File: src/rtl/gmii_arb_pkg.sv
// Shared definitions for the GMII frame arbiters: FSM state encoding and
// the index-width helper used for grant, pointer and counter sizing.
package gmii_arb_pkg;

  typedef enum logic [1:0] {
    S_ARB  = 2'd0,
    S_XFER = 2'd1,
    S_GAP  = 2'd2
  } arb_state_e;

  // Width needed to hold values 0..n-1, never narrower than one bit.
  function automatic int idx_w(input int n);
    return (n > 1) ? $clog2(n) : 1;
  endfunction

endpackage

File: src/rtl/gmii_rr_pick.sv
// Round-robin picker: finds the first set request strictly after the pointer,
// wrapping around so the pointer position itself is considered last.
module gmii_rr_pick
  import gmii_arb_pkg::*;
#(
  parameter  int N  = 4,
  localparam int IW = idx_w(N)
) (
  input  logic [N-1:0]  req_i,
  input  logic [IW-1:0] ptr_i,
  output logic          found_o,
  output logic [IW-1:0] idx_o
);

  int pos;

  // Scan from the farthest offset down so the nearest request wins.
  always_comb begin
    found_o = 1'b0;
    idx_o   = '0;
    pos     = 0;
    for (int k = N; k >= 1; k--) begin
      pos = int'(ptr_i) + k;
      if (pos >= N) pos = pos - N;
      if (req_i[IW'(pos)]) begin
        found_o = 1'b1;
        idx_o   = IW'(pos);
      end
    end
  end

endmodule

File: src/rtl/gmii_wrr_arb.sv
// Weighted round-robin GMII frame arbiter: grants whole frames, up to the
// input's weight in a row, with a fixed idle gap after every frame.
module gmii_wrr_arb
  import gmii_arb_pkg::*;
#(
  parameter  int NUM_INPUTS     = 4,
  parameter  int INTERFRAME_GAP = 12,
  parameter  int WEIGHT_WIDTH   = 4,
  localparam int IW             = idx_w(NUM_INPUTS)
) (
  input  logic                               Clk,
  input  logic                               Rst_n,
  input  logic [NUM_INPUTS*8-1:0]            Input_data,
  input  logic [NUM_INPUTS-1:0]              Input_valid,
  input  logic [NUM_INPUTS-1:0]              Input_last,
  output logic [NUM_INPUTS-1:0]              Input_ready,
  input  logic [NUM_INPUTS*WEIGHT_WIDTH-1:0] Input_weight,
  output logic [7:0]                         Output_data,
  output logic                               Output_valid,
  output logic                               Output_last,
  input  logic                               Output_ready,
  output logic [IW-1:0]                      Grant_index
);

  localparam int             GW       = idx_w(INTERFRAME_GAP + 1);
  localparam logic [GW-1:0]  GAP_LAST = GW'((INTERFRAME_GAP > 0) ? INTERFRAME_GAP - 1 : 0);
  localparam logic [IW-1:0]  PTR_RST  = IW'(NUM_INPUTS - 1);

  arb_state_e              state_q, state_d;
  logic [IW-1:0]           ptr_q, ptr_d;
  logic [IW-1:0]           grant_q, grant_d;
  logic [WEIGHT_WIDTH-1:0] credit_q, credit_d;
  logic [GW-1:0]           gap_q, gap_d;

  logic [7:0]              data_a   [NUM_INPUTS];
  logic [WEIGHT_WIDTH-1:0] weight_a [NUM_INPUTS];
  logic [NUM_INPUTS-1:0]   req;
  logic                    pick_found;
  logic [IW-1:0]           pick_idx;
  logic                    cont_burst;
  logic                    last_beat;

  for (genvar g = 0; g < NUM_INPUTS; g++) begin : g_unpack
    assign data_a[g]   = Input_data[g*8 +: 8];
    assign weight_a[g] = Input_weight[g*WEIGHT_WIDTH +: WEIGHT_WIDTH];
    assign req[g]      = Input_valid[g] && (weight_a[g] != '0);
  end

  gmii_rr_pick #(.N(NUM_INPUTS)) u_pick (
    .req_i   (req),
    .ptr_i   (ptr_q),
    .found_o (pick_found),
    .idx_o   (pick_idx)
  );

  // A burst continues only while credit remains and the owner is still enabled.
  assign cont_burst = (credit_q != '0) && Input_valid[grant_q] && (weight_a[grant_q] != '0);
  assign last_beat  = (state_q == S_XFER) && Input_valid[grant_q] && Output_ready
                      && Input_last[grant_q];

  always_ff @(posedge Clk or negedge Rst_n) begin
    if (!Rst_n) begin
      state_q  <= S_ARB;
      ptr_q    <= PTR_RST;
      grant_q  <= '0;
      credit_q <= '0;
      gap_q    <= '0;
    end else begin
      state_q  <= state_d;
      ptr_q    <= ptr_d;
      grant_q  <= grant_d;
      credit_q <= credit_d;
      gap_q    <= gap_d;
    end
  end

  always_comb begin
    state_d  = state_q;
    ptr_d    = ptr_q;
    grant_d  = grant_q;
    credit_d = credit_q;
    gap_d    = gap_q;
    unique case (state_q)
      S_ARB: begin
        if (cont_burst) begin
          state_d = S_XFER;
        end else if (pick_found) begin
          grant_d  = pick_idx;
          ptr_d    = pick_idx;
          credit_d = weight_a[pick_idx];
          state_d  = S_XFER;
        end
      end
      S_XFER: begin
        if (last_beat) begin
          credit_d = (credit_q != '0) ? credit_q - 1'b1 : '0;
          gap_d    = '0;
          state_d  = (INTERFRAME_GAP == 0) ? S_ARB : S_GAP;
        end
      end
      S_GAP: begin
        // The gap runs on wall-clock cycles, independent of Output_ready.
        gap_d = gap_q + 1'b1;
        if (gap_q == GAP_LAST) begin
          gap_d   = '0;
          state_d = S_ARB;
        end
      end
      default: state_d = S_ARB;
    endcase
  end

  always_comb begin
    Output_data  = data_a[grant_q];
    Output_last  = Input_last[grant_q];
    Output_valid = 1'b0;
    Input_ready  = '0;
    if (state_q == S_XFER) begin
      Output_valid         = Input_valid[grant_q];
      Input_ready[grant_q] = Output_ready;
    end
  end

  assign Grant_index = grant_q;

endmodule

File: config.mk
export PLATFORM = sky130hd
export DESIGN_NAME = gmii_wrr_arb
export DESIGN_NICKNAME = d
export VERILOG_FILES = /design/src/rtl/gmii_arb_pkg.sv /design/src/rtl/gmii_rr_pick.sv /design/src/rtl/gmii_wrr_arb.sv
export SDC_FILE = /design/constraint.sdc
export NUM_CORES = 1
export LEC_CHECK = 0
export CAP_MARGIN = 20
export CORE_MARGIN = 2
export CORE_UTILIZATION = 35
export DETAILED_ROUTE_END_ITERATION = 6
export GPL_TIMING_DRIVEN = 1
export PLACE_DENSITY = 0.76
export SETUP_SLACK_MARGIN = 0.02
export SYNTH_ARGS = -nofsm -noshare
export SYNTH_HDL_FRONTEND = slang
export SYNTH_SLANG_ARGS = --single-unit
File: constraint.sdc
create_clock -name Clk -period 2.8 [get_ports Clk]
set_clock_uncertainty 0.1 [all_clocks]
set_input_delay 0.56 -clock Clk [delete_from_list [all_inputs] [get_ports Clk]]
set_output_delay 0.56 -clock Clk [all_outputs]
set_load 0.01 [all_outputs]
==> metrics.yaml <==
sta:
  maxSlewViolCount: 0
  fin_crit_ns: 2.694
  timing.setup.tns_ns: 0
  hold_viol: 0
  rsz0062_at_grt: "false"
  whs_ns: 0.4034
  max_freq_mhz: 371.2
  finalSetupViolations: 0
  period_share_pct: 96.22
  postLayoutSetupSlackWorst_ns: 0.1058
  tightest_slew_ns: 0.6316
  maxSlewHeadroom_pct: 57.76
setup_path:
  cp-startpoint: "Grant_index[0]$_DFFE_PN0P_"
  worstReg2RegEnd: "credit_q[0]$_DFFE_PN0P_"
  cp-endpoint: "Output_last"
  critPathCaptureType: "output port"
  start_kind: "flip-flop"
  cp_max_fo: 14
  reg2reg_from: "Grant_index[0]$_DFFE_PN0P_"
  cp.required_ns: 2.14
  critical_path_class: "reg -> out"
  rrSetupSlack_ns: 0.50
  arrival_ns: 2.03
  reg2reg_depth: 6
synth:
  synth_top_area_share_pct: 23.79
  synth_area_leaders: "dfrtp_1 (24%), mux4_2 (20%), mux2i_1 (7.1%)"
  synth-seq-cells: 14
  ys.warnings.count: 0
  syn_nets: 188
  ys_types: 38
  synth_most_common_cell: "nand2_1"
  syn-cell-area_um2: 1262
  synthFlopType: "dfrtp_1"
  avgSynthCellArea_um2: 9.863
  syn_inst: 128
  yosys-top-cells-count: "nand2_1 (15), o21ai_0 (13), dfrtp_1 (12), mux4_2 (11)"
  synth_edf_count: 0
  async_flop_share_pct: 100.0
  synth.yosys.seq_area_share_pct: 27.95
  post-synth-top-area-cell: "dfrtp_1"
finish:
  design_area_um2: 2311
  stdcell_count: 279
  drive_above_1_share_pct: 22.32
  n_antenna_cell: 0
  fillers: 277
  area_growth_pct: 83.05
  final_nets: 294
  fin_util_pct: 68.18
placed_design:
  dp_hpwl_mm: 3.752
  dp_slack_ns: -0.1510
  io_buffers: 74
  place_area_um2: 2286
  place.gp.congestion: 0.8325
  dp_cells: 275
die:
  die_h_um: 64.06
  core_um2: 3390
  die_w_um: 64.06
  die_area_um2: 4104
  rows: 21
  start_util_pct: 37.25
  pin_count: 75
run_status:
  status: "completed"
cts:
  clk_pin_slew_worst_paths_ns: 0.09
  cts_made_buffers: 3
  cts_tree: "built"
  cts_hold_buf: 0
  cts_num_sinks: 14
  clk_path_buf_depth: 2
  cts-root-buf: "clkbuf_4"
  clk-insertion-delay-late_ns: 0.27
  h-tree-depth: 1
  post-cts-setup-buffers: 0
grt:
  grt_pass1_wl_mm: 6.893
  first_global_vias: 1591
  track_usage_pct: 21.06
  grt_max_degree: 15
  grt_remaining_overflow: 0
  antenna_found_initial: 0
pwr:
  p_switching_mw: 0.6368
  p_sw_share_pct: 38.32
  power_mw: 1.662
  power_density_nw_per_um2: 719.0
  vdd_drop_max_uv: 378.1
  p_int_mw: 1.025
  p_comb_share_pct: 68.6
  seq_power_share_pct: 24.5
  p_leak_nw: 0.9417
  power.clock.fraction_pct: 6.9
job:
  drv_cap: 0
min_path:
  hp-class: "reg -> reg"
routing:
  routedWlPerCell_um: 15.03
  vias_per_cell: 5.197
  drtIter0Drc: 45
  antenna_left: 0
  first_pass_iters: 4
  drc: 0
  vias: 1450
  routed_wl_mm: 4.192
how the worst min path moves through the flow:
| stage | startpoint | to | slack [ns] | depth (start not counted) |
|---|---|---|---|---|
| after detailed placement | state_q[1]$_DFFE_PN0P_ | state_q[0]$_DFFE_PN0P_ | 0.38 | 1 |
| after CTS | state_q[1]$_DFFE_PN0P_ | state_q[0]$_DFFE_PN0P_ | 0.40 | 1 |
| after global placement | state_q[1]$_DFFE_PN0P_ | state_q[0]$_DFFE_PN0P_ | 0.38 | 1 |
| after floorplan | Rst_n | Grant_index[0]$_DFFE_PN0P_ | 0.16 | 0 |
| final | state_q[1]$_DFFE_PN0P_ | state_q[0]$_DFFE_PN0P_ | 0.40 | 1 |
| after global routing | state_q[1]$_DFFE_PN0P_ | state_q[0]$_DFFE_PN0P_ | 0.45 | 1 |
critical path: stages, from the launching register on:
cell and delay, ns:
dfrtp_1 0.53, buf_12 0.20, mux4_2 0.53, clkdlybuf4s50_1 0.51
cells by family after synthesis:
logic type               after synthesis  synth area share [%]
adder cells (fa/ha/maj)                1                0.9909
buffers and inverters                  8                 3.072
multiplexers                          20                 26.76
AND/OR/NAND/NOR                       50                 19.62
flip-flops                            14                 27.95
AO/OA/AOI/OAI                         35                 21.61
placed cells by master (no fill, tap or decap), drive strengths merged, types with 3 or more instances in the layout:
master / synthesis / layout
a211oi: 3 / 3
buf: 4 / 32
clkbuf: 1 / 4
clkdlybuf4s50: 0 / 73
dfrtp: 12 / 12
inv: 3 / 3
mux2i: 9 / 9
mux4: 11 / 11
nand2: 15 / 15
nand2b: 4 / 4
nand3: 3 / 3
nor2: 9 / 9
nor2b: 4 / 4
nor3: 3 / 3
nor4: 4 / 4
o21ai: 14 / 14
flip-flops by register name, summed over array words and instances, names as in the netlist:
| name | count |
|---|---|
| ptr_q | 2 |
| Grant_index | 2 |
| credit_q | 4 |
| state_q | 2 |
| gap_q | 4 |
routing by layer:
layer	track usage (%)	wire length (um)	vias to the layer above	part of all wire, %
li1	-	-	718	-
met1	24.21	1661	678	40
met2	41.41	2316	48	55
met3	1.585	147	6	3.5
met4	5.163	66	0	1.6
met5	0	0	-	0
timing repair:
| action | in CTS | in global routing |
|---|---|---|
| endpoints found under the setup margin | 1 | 0 |
| resized for setup | 1 | 0 |
| endpoints found under the hold margin | 0 | 0 |
power groups by stage:
| stage | clock, mW | sequential, mW | combinational [mW] |
|---|---|---|---|
| 2_1_floorplan | 0 | 0.367 | 0.653 |
| 3_3_place_gp | 0 | 0.399 | 1.12 |
| 3_5_place_dp | 0 | 0.404 | 1.16 |
| 4_1_cts | 0.118 | 0.405 | 1.15 |
| 5_1_grt | 0.129 | 0.427 | 1.23 |
| 6_report | 0.115 | 0.407 | 1.14 |
final cells by class:
class / count / area (um^2) / share of cell area, %
inverters: 3 / 11.26 / 0.4873
multi-input cells: 106 / 870.8 / 37.68
clock buffers: 4 / 26.28 / 1.137
well taps: 46 / 57.56 / 2.491
flip-flops and latches: 14 / 352.8 / 15.27
repair buffers: 106 / 992.2 / 42.93
(Power assumes the default switching activity.)
